`src/rtl/regfile_mp_pkg.sv`:
```
// Shared constants and helpers for the multi-port register file and its pending-write scoreboard.
package regfile_mp_pkg;

    localparam int unsigned DEF_DATA_WIDTH = 32;
    localparam int unsigned DEF_ADDR_WIDTH = 4;
    localparam int unsigned DEF_NUM_REGS   = 15;
    localparam int unsigned DEF_NUM_RD     = 3;
    localparam int unsigned DEF_CNT_WIDTH  = 2;

    // Saturation value of a pending-writer counter.
    function automatic int unsigned max_count(input int unsigned cnt_width);
        return (32'd1 << cnt_width) - 32'd1;
    endfunction

    // Bit offset of field idx in a packed bus of equal-width fields.
    function automatic int unsigned field_lsb(input int unsigned idx, input int unsigned width);
        return idx * width;
    endfunction

    function automatic bit index_valid(input int unsigned idx, input int unsigned num_regs);
        return idx < num_regs;
    endfunction

endpackage

```
`src/rtl/regfile_sb_counter.sv`:
```
// Saturating up/down pending-writer counter for one register; flush clears it.
module regfile_sb_counter
    import regfile_mp_pkg::*;
#(
    parameter int unsigned CNT_WIDTH = DEF_CNT_WIDTH
) (
    input  logic                 clk,
    input  logic                 rst,
    input  logic                 inc,
    input  logic [1:0]           dec,
    input  logic                 flush,
    output logic [CNT_WIDTH-1:0] cnt,
    output logic                 nonzero,
    output logic                 at_max
);

    localparam int unsigned          MAX_INT = max_count(CNT_WIDTH);
    localparam logic [CNT_WIDTH+1:0] MAX_EXT = MAX_INT[CNT_WIDTH+1:0];

    logic [CNT_WIDTH-1:0] cnt_q;
    logic [CNT_WIDTH-1:0] cnt_d;
    logic [CNT_WIDTH+1:0] up;
    logic [CNT_WIDTH+1:0] dec_ext;
    logic [CNT_WIDTH+1:0] diff;

    // Two extra bits keep cnt + inc - dec free of wrap-around before clamping.
    always_comb begin
        up      = {2'b00, cnt_q} + {{(CNT_WIDTH+1){1'b0}}, inc};
        dec_ext = {{CNT_WIDTH{1'b0}}, dec};
        diff    = up - dec_ext;
        cnt_d   = cnt_q;
        if (flush) begin
            cnt_d = '0;
        end else if (up <= dec_ext) begin
            cnt_d = '0;
        end else if (diff >= MAX_EXT) begin
            cnt_d = MAX_EXT[CNT_WIDTH-1:0];
        end else begin
            cnt_d = diff[CNT_WIDTH-1:0];
        end
    end

    always_ff @(posedge clk or posedge rst) begin
        if (rst) begin
            cnt_q <= '0;
        end else begin
            cnt_q <= cnt_d;
        end
    end

    assign cnt     = cnt_q;
    assign nonzero = |cnt_q;
    assign at_max  = (cnt_q == MAX_EXT[CNT_WIDTH-1:0]);

endmodule

```
`src/rtl/regfile_mp_sb.sv`:
```
// Multi-port register file with two prioritised write-back ports and a pending-write scoreboard.
// Build option: REGFILE_MP_BYPASS_EN adds write-through forwarding on the read ports.
module regfile_mp_sb
    import regfile_mp_pkg::*;
#(
    parameter int unsigned DATA_WIDTH = DEF_DATA_WIDTH,
    parameter int unsigned ADDR_WIDTH = DEF_ADDR_WIDTH,
    parameter int unsigned NUM_REGS   = DEF_NUM_REGS,
    parameter int unsigned NUM_RD     = DEF_NUM_RD,
    parameter int unsigned CNT_WIDTH  = DEF_CNT_WIDTH
) (
    input  logic                         clk,
    input  logic                         rst,
    input  logic [NUM_RD*ADDR_WIDTH-1:0] rd_addr,
    output logic [NUM_RD*DATA_WIDTH-1:0] rd_data,
    output logic [NUM_RD-1:0]            rd_busy,
    input  logic                         wb0_en,
    input  logic [ADDR_WIDTH-1:0]        wb0_dest,
    input  logic [DATA_WIDTH-1:0]        wb0_value,
    input  logic                         wb1_en,
    input  logic [ADDR_WIDTH-1:0]        wb1_dest,
    input  logic [DATA_WIDTH-1:0]        wb1_value,
    input  logic                         iss_en,
    input  logic [ADDR_WIDTH-1:0]        iss_dest,
    output logic                         iss_full,
    input  logic                         flush
);

    localparam int unsigned          NUM_IDX = 1 << ADDR_WIDTH;
    localparam logic [CNT_WIDTH-1:0] CNT_MAX = CNT_WIDTH'(max_count(CNT_WIDTH));

    logic [DATA_WIDTH-1:0] reg_value [NUM_REGS];
    logic [NUM_REGS-1:0]   reg_busy;
    logic [NUM_REGS-1:0]   reg_full;

    // Views over the full index space; unimplemented indices read as idle zeros.
    logic [DATA_WIDTH-1:0] data_view [NUM_IDX];
    logic [NUM_IDX-1:0]    busy_view;
    logic [NUM_IDX-1:0]    full_view;

`ifdef REGFILE_MP_BYPASS_EN
    logic [NUM_REGS-1:0] reg_hit0;
    logic [NUM_REGS-1:0] reg_hit1;
    logic [NUM_REGS-1:0] reg_drain;
    logic [NUM_IDX-1:0]  hit0_view;
    logic [NUM_IDX-1:0]  hit1_view;
    logic [NUM_IDX-1:0]  drain_view;
`endif

    for (genvar r = 0; r < NUM_REGS; r++) begin : g_reg
        localparam logic [ADDR_WIDTH-1:0] IDX = ADDR_WIDTH'(r);

        logic                  hit0;
        logic                  hit1;
        logic                  inc;
        logic [1:0]            dec;
        logic [CNT_WIDTH-1:0]  cnt;
        logic [DATA_WIDTH-1:0] value_q;

        assign hit0 = wb0_en && (wb0_dest == IDX);
        assign hit1 = wb1_en && (wb1_dest == IDX);
        assign inc  = iss_en && (iss_dest == IDX) && (cnt != CNT_MAX);
        assign dec  = {1'b0, hit0} + {1'b0, hit1};

        // wb0 has priority; a colliding wb1 value is dropped but still retires its writer.
        always_ff @(posedge clk or posedge rst) begin
            if (rst) begin
                value_q <= '0;
            end else if (hit0) begin
                value_q <= wb0_value;
            end else if (hit1) begin
                value_q <= wb1_value;
            end
        end

        regfile_sb_counter #(
            .CNT_WIDTH (CNT_WIDTH)
        ) u_cnt (
            .clk     (clk),
            .rst     (rst),
            .inc     (inc),
            .dec     (dec),
            .flush   (flush),
            .cnt     (cnt),
            .nonzero (reg_busy[r]),
            .at_max  (reg_full[r])
        );

        assign reg_value[r] = value_q;

`ifdef REGFILE_MP_BYPASS_EN
        assign reg_hit0[r]  = hit0;
        assign reg_hit1[r]  = hit1;
        // Set when this cycle's writes retire every pending writer of the register.
        assign reg_drain[r] = ({2'b00, cnt} + {{(CNT_WIDTH+1){1'b0}}, inc})
                              <= {{CNT_WIDTH{1'b0}}, dec};
`endif
    end

    for (genvar k = 0; k < NUM_IDX; k++) begin : g_view
        if (index_valid(k, NUM_REGS)) begin : g_impl
            assign data_view[k] = reg_value[k];
            assign busy_view[k] = reg_busy[k];
            assign full_view[k] = reg_full[k];
`ifdef REGFILE_MP_BYPASS_EN
            assign hit0_view[k]  = reg_hit0[k];
            assign hit1_view[k]  = reg_hit1[k];
            assign drain_view[k] = reg_drain[k];
`endif
        end else begin : g_unimpl
            assign data_view[k] = '0;
            assign busy_view[k] = 1'b0;
            assign full_view[k] = 1'b0;
`ifdef REGFILE_MP_BYPASS_EN
            assign hit0_view[k]  = 1'b0;
            assign hit1_view[k]  = 1'b0;
            assign drain_view[k] = 1'b0;
`endif
        end
    end

    for (genvar i = 0; i < NUM_RD; i++) begin : g_rd
        logic [ADDR_WIDTH-1:0] addr;
        logic [DATA_WIDTH-1:0] data;
        logic                  busy;

        assign addr = rd_addr[field_lsb(i, ADDR_WIDTH) +: ADDR_WIDTH];

        always_comb begin
            data = data_view[addr];
            busy = busy_view[addr];
`ifdef REGFILE_MP_BYPASS_EN
            // Forwarding is suppressed in reset so outputs track the cleared state.
            if (!rst) begin
                if (hit0_view[addr]) begin
                    data = wb0_value;
                end else if (hit1_view[addr]) begin
                    data = wb1_value;
                end
                if ((hit0_view[addr] || hit1_view[addr]) && drain_view[addr]) begin
                    busy = 1'b0;
                end
            end
`endif
        end

        assign rd_data[field_lsb(i, DATA_WIDTH) +: DATA_WIDTH] = data;
        assign rd_busy[i] = busy;
    end

    assign iss_full = iss_en && full_view[iss_dest];

endmodule

```
`config.mk`:
```
export PLATFORM = sky130hd
export DESIGN_NAME = regfile_mp_sb
export DESIGN_NICKNAME = d
export VERILOG_FILES = /design/src/rtl/regfile_mp_pkg.sv /design/src/rtl/regfile_sb_counter.sv /design/src/rtl/regfile_mp_sb.sv
export SDC_FILE = /design/constraint.sdc
export NUM_CORES = 2
export LEC_CHECK = 0
export CAP_MARGIN = 15
export CORE_UTILIZATION = 45
export DETAILED_ROUTE_END_ITERATION = 12
export GPL_TIMING_DRIVEN = 0
export PLACE_DENSITY_LB_ADDON = 0.08
export RECOVER_POWER = 25
export SYNTH_ARGS = -nofsm -noshare
export SYNTH_HDL_FRONTEND = slang
export SYNTH_SLANG_ARGS = --single-unit
```
`constraint.sdc`:
```
create_clock -name clk -period 32.8 [get_ports clk]
set_clock_uncertainty 0.1 [all_clocks]
set_input_delay 6.56 -clock clk [delete_from_list [all_inputs] [get_ports clk]]
set_output_delay 6.56 -clock clk [all_outputs]
set_load 0.05 [all_outputs]
```
# Yosys cells after proc, flatten, opt, wreduce, memory -nomap -nowiden
# Index checks and enable logic that the tools add are counted.
dict set report op_classes {
  n_addsub 45
  order_cmp 37
  n_eq_ne 72
  mux 92
  n_bitwise 3
  n_reduce_logical 94
}
# operator n
set ops {}
lappend ops {{32-bit 2-to-1 mux} 36}
lappend ops {{32-bit binary-select mux with 4-bit select} 3}
lappend ops {{2-bit 2-to-1 mux} 45}
lappend ops {{4-bit equality test (second input constant)} 21}
lappend ops {{1-bit logical AND} 61}
lappend ops {{4-bit by 2-bit greater-or-equal comparator with 1-bit output (second input constant)} 15}
lappend ops {{4-bit by 2-bit <= comparator with 1-bit output} 15}
lappend ops {{4-bit by 2-bit subtractor with 4-bit output} 15}
lappend ops {{4-bit by 3-bit equality test with 1-bit output (second input constant)} 12}
lappend ops {{2-bit by 1-bit adder with 3-bit output} 15}
lappend ops {{1-bit by 1-bit adder with 2-bit output} 15}
lappend ops {{2-bit equality test (second input constant)} 15}
lappend ops {{2-bit != test (second input constant)} 15}
lappend ops {{2-bit nonzero test} 15}
lappend ops {{2-bit OR reduction} 15}
lappend ops {{4-bit by 2-bit equality test with 1-bit output (second input constant)} 6}
lappend ops {{4-bit by 5-bit < comparator with 1-bit output (second input constant)} 4}
lappend ops {{1-bit binary-select mux with 4-bit select} 4}
lappend ops {{5-bit greater-or-equal comparator (second input constant)} 3}
lappend ops {{4-bit inverter with 5-bit output} 3}
lappend ops {{4-bit by 1-bit equality test with 1-bit output (second input constant)} 3}
lappend ops {{4-bit zero test} 3}
lappend ops {{1-bit 2-to-1 mux} 4}
dict set report totals {
  reg_bits 510
  inputBits 94
  out_inout_bits 100
  wordCells 373
}

# Longest topological paths before layout
dict set report logic_depth {
  ltp_word 9
  ltp_mapped 13
  ltp_nobuf 11
}

# By module
# Synthesis repeated with hierarchy kept, for this count alone.
dict set report unflattened {
  hier_cells 3969
  hier_area_um2 38712.1
}
# module instances cells_per_inst area_per_inst_um2 seq_area_each_um2
set modules_own_cells {}
lappend modules_own_cells {regfile_mp_sb 1 3594 35221.3 12011.5}
lappend modules_own_cells {regfile_sb_counter 15 25 232.7 50.0}

# Worst setup path before layout
# No wires, ideal clock.
dict set report synth_path {
  path_type {input-to-output}
  startpoint {input port iss_dest[0]}
  endpoint {output port iss_full}
  t_arrival_ns 8.570
  t_required_ns 26.140
  path_slack_ns 17.570
  stages 6
  n_path_buf 2
  cell_sequence {clkbuf_1 > clkbuf_1 > nand3_1 > a21oi_1 > o21ai_0 > a311oi_1}
}
dict set report synth_via {
  elab_chain_cells 3
}
# element line
set synth_rtl {}
lappend synth_rtl {{start, declared} regfile_mp_sb.sv:24} ;# input logic [ADDR_WIDTH-1:0] iss_dest,
lappend synth_rtl {{1-bit binary-select mux with 4-bit select} regfile_mp_sb.sv:151} ;# assign iss_full = iss_en && full_view[iss_dest];
lappend synth_rtl {{1-bit 2-to-1 mux (implied by the code)} regfile_mp_sb.sv:151}
lappend synth_rtl {{1-bit logical AND} regfile_mp_sb.sv:151}
lappend synth_rtl {{end, declared} regfile_mp_sb.sv:25} ;# output logic iss_full,
# No other way between the ends. The select of a mux whose other input is x is not followed.

# Worst setup path after layout
dict set report layout_path {
  startpoint {input port rd_addr[8]}
  endpoint {output port rd_data[94]}
}
dict set report layout_via {
  elab_chain_cells 4
}
# element line
set layout_rtl {}
lappend layout_rtl {{start, declared} regfile_mp_sb.sv:14} ;# input logic [NUM_RD*ADDR_WIDTH-1:0] rd_addr,
lappend layout_rtl {{4-bit inverter with 5-bit output (implied by the code)} regfile_mp_sb.sv:130} ;# data = data_view[addr];
lappend layout_rtl {{32-bit binary-select mux with 4-bit select} regfile_mp_sb.sv:130}
lappend layout_rtl {{32-bit 2-to-1 mux (implied by the code) (2 in series)} regfile_mp_sb.sv:130}
lappend layout_rtl {{end, declared} regfile_mp_sb.sv:15} ;# output logic [NUM_RD*DATA_WIDTH-1:0] rd_data,
# No other way between the ends. The select of a mux whose other input is x is not followed.

==> impl_summary.txt <==
----------------------------------------------------
[Pwr]
  Fraction of power spent switching nets ... 0.3722
  Sequential power share ... 0.367
  Power per cell area ... 57.54 mW/mm2
  Share of total power in combinational logic ... 0.328
  Peak ir drop on the vdd network ... 43.42 uV
  Leakage power ... 18.84 nW
  Int Pwr ... 1.570 mW
  Psw ... 0.9307 mW
  Share of power burned in the clock network ... 0.305

[Clock tree]
  PostCTS Resize Cnt ... 0
  TritonCTS clock tree ... yes
  Clock Latency Late Sink ... 0.64 ns
  Worst-path clk slew ... 0.05 ns
  Maximum root-to-sink buffer count ... 3
  CTS Hold Buffers Added ... 0
  Root buf cell ... sky130_fd_sc_hd__clkbuf_16
  Post-CTS Setup Bufs ... 0
  Clock sink count ... 510
  # H-tree levels ... 3
  TritonCTS Buffers ... 66

[STA]
  Setup-violating endpoint count in the final report ... 0
  Worst hold slack after final layout ... 0.4172 ns
  Post-layout min period ... 17.52 ns
  Slew Viols, Final ... 401
  Least-Margin Pin Slew ... 6.852 ns
  Slew HR ... -3.568
  Final hold violation count ... 0
  Top achievable clock speed ... 0.05706 GHz
  Setup repair after global routing missed its margin ... false
  Setup Total Neg Slack ... 0 ns
  Final period utilization ... 0.5343

[Synthesis]
  Number of instances in the synthesized netlist ... 3560
  Most instantiated flip-flop cell in the synthesis netlist ... sky130_fd_sc_hd__dfrtp_1
  Synth cell types ... 47
  Share of flip-flops with an asynchronous set or reset after synthesis ... 1.000
  Syn Area/Cell ... 10.59 um2
  Number of synthesized register bits ... 510
  EDFF count, synth ... 0
  Cell area after synthesis ... 0.03770 mm2
  Sequential share of the synthesized area ... 0.3386
  Net count after synthesis ... 3774
  Yosys Warn Count ... 0

[Global routing]
  GR peak layer ... met2
  First-pass GRT wire length ... 256.6 mm
  Overflow after GRT ... 0
  Largest net degree at the start of global routing ... 121
  Fraction of met1 tracks used by global routing ... 0.5582
  Gr usage total ... 0.4351
  Met2 Use GR ... 0.6132
  GR Util met3 ... 0.1776
  Initial antenna violation count ... 5
  Via count of the first global-routing pass ... 33220

[Finish]
  Fraction of final layout cells with drive strength greater than 1 ... 0.1712
  Final nets ... 4051
  Commonest non-fill, non-tap cells in the layout ... 598 x sky130_fd_sc_hd__nand2_1, 577 x sky130_fd_sc_hd__mux2i_1, 510 x sky130_fd_sc_hd__dfrtp_1
  Share of the core filled with cells ... 0.5267
  Syn-to-layout area delta ... 15.28%
  Most frequent standard cell in the layout excluding fill and tap cells ... sky130_fd_sc_hd__nand2_1
  Final-layout fill cell count ... 7635

[Worst setup path]
  Kind of start point of the critical path ... primary input
  Longest individual stage delay on the worst path ... 0.95 ns
  Category of the worst setup path capture point ... primary output
  Most numerous cell on the critical path ... sky130_fd_sc_hd__buf_4
  Ordered cell list for the critical path ... buf_4, buf_6, nor2b_1, buf_4, clkbuf_1, a211oi_1, nor2_1, clkdlybuf4s50_1
  CP max-delay cell ... sky130_fd_sc_hd__clkbuf_1
  Crit path DAT ... 10.86 ns
  Critical Path RT ... 26.14 ns
  Maximum fanout count along the critical path ... 10
  Worst setup path class ... primary input to primary output

[Run status]
  Outcome ... complete, but fails checks
  Violations in the final reports ... max-capacitance violations, max-slew violations

[Floorplanning]
  Standard-cell row count ... 105
  IO Pins ... 194
  Floorplan die width ... 291.4 um
  Full die area ... 0.08493 mm2
  Chip Height ... 291.4 um
  Floorplan core area ... 0.08250 mm2
  Starting density of the core ... 0.4569

[Detailed routing]
  Initial DRC count ... 5319
  Number of vias per cell after detailed routing ... 7.026
  Mean routed wirelength per cell ... 37.54 um
  DRT antenna net count ... 0
  DRT Wirelength ... 186.1 mm
  DR pass1 iterations ... 6
  Total number of vias ... 34830
  Total DRC errors in the routed layout ... 0

[Hold path]
  Hold Crit Class ... flop to flop

[Placement]
  HPWL Detailed ... 126.6 mm
  Routability-driven placement congestion ratio ... 1.010
  Port Buffers ... 181

[Flow run]
  Max-cap violations ... 4

----------------------------------------------------
==> area by class of cell <==
class,count,area [um2],area share
multi-input cells,2591,22910,0.5272
flip-flops and latches,510,12760,0.2937
repair buffers,209,2237,0.05148
clock buffers,97,1962,0.04514
plain buffers,366,1677,0.03858
well taps,1070,1339,0.03081
inverters,93,350.3,0.008062
clock inverters,18,209.0,0.004808
diodes,4,10.01,0.0002303
==> cells in the mapped netlist, types with 16 or more instances <==
cell type                  number  area, um2
sky130_fd_sc_hd__a211oi_1      73      548.0
sky130_fd_sc_hd__buf_1         30      112.6
sky130_fd_sc_hd__buf_2        104      520.5
sky130_fd_sc_hd__buf_4         16      120.1
sky130_fd_sc_hd__clkbuf_1     202      758.2
sky130_fd_sc_hd__dfrtp_1      510      12760
sky130_fd_sc_hd__fa_1          30      600.6
sky130_fd_sc_hd__ha_1          90       1126
sky130_fd_sc_hd__inv_1         93      349.1
sky130_fd_sc_hd__mux2_2        47      529.3
sky130_fd_sc_hd__mux2i_1      577       5776
sky130_fd_sc_hd__mux4_2       342       7702
sky130_fd_sc_hd__nand2_1      598       2245
sky130_fd_sc_hd__nor2_1       103      386.6
sky130_fd_sc_hd__o21ai_0      490       2452
sky130_fd_sc_hd__o21ai_1       42      210.2
sky130_fd_sc_hd__o22ai_1       48      300.3
==> metal layers <==
metal | vias to the layer above | wire length (um) | share of wire
met2 | 2904 | 76860 | 0.41
met3 | 687 | 27200 | 0.15
met4 | 2 | 13370 | 0.072
met1 | 17600 | 68640 | 0.37
li1 | 13640 | - | -
met5 | - | 46 | 0.00025
==> critical path: cells and delay by family <==
family	cells	cell delay, ns
compound gates	1	0.20
buf+inv	5	2.73
simple gates	2	1.32
==> stage by stage <==
step | instance area (um2) | instances | setup WS, ns | power [mW]
final | 43460 | 4958 | 15.28 | 2.501
after CTS | 43410 | 4946 | 15.66 | 2.465
after detailed placement | 41240 | 4831 | 15.67 | 1.715
after global routing | 43450 | 4954 | 15.43 | 2.572
after floorplan | 37700 | 3560 | 11.90 | 1.426
after global placement | 40850 | 4811 | 3.766 | 1.698
==> final timing paths <==
check	startpoint	end	depth (start not counted)	slack, ns
worst max-delay path	rd_addr[8]	rd_data[94]	8	15.28
worst min-delay path	g_reg[10].value_q[17]	g_reg[10].value_q[17]	2	0.42
worst max register to register	g_reg[12].u_cnt.cnt[1]	g_reg[12].u_cnt.cnt[1]	9	29.84
worst min register to register	g_reg[10].value_q[17]	g_reg[10].value_q[17]	2	0.42
max in group asynchronous	rst	g_reg[8].value_q[11]	3	17.05
min in group asynchronous	rst	g_reg[12].u_cnt.cnt[0]	2	7.58
==> kinds of logic (layout without fill, tap and decap cells) <==
family          Yosys count  count (layout)  share of synthesized area
compound gates          728             728                     0.1082
fa+ha+maj               120             120                    0.04580
buf+inv                 459             783                    0.05364
flops                   510             510                     0.3386
mux                     966             966                     0.3716
other cells               0               4                          0
simple gates            777             777                    0.08222
==> registers in the layout (all words and copies together) (netlist names) <==
signal and flops:
g.u_cnt.cnt 30, g.value_q 480
==> power groups by stage <==
stage	sequential, mW	clock, mW	combinational [mW]
2_1_floorplan	0.871	0	0.555
6_report	0.918	0.762	0.820
3_3_place_gp	0.914	0	0.784
4_1_cts	0.908	0.757	0.801
3_5_place_dp	0.917	0	0.798
5_1_grt	0.935	0.780	0.857
Note: power is estimated with default switching activity, not from simulation.
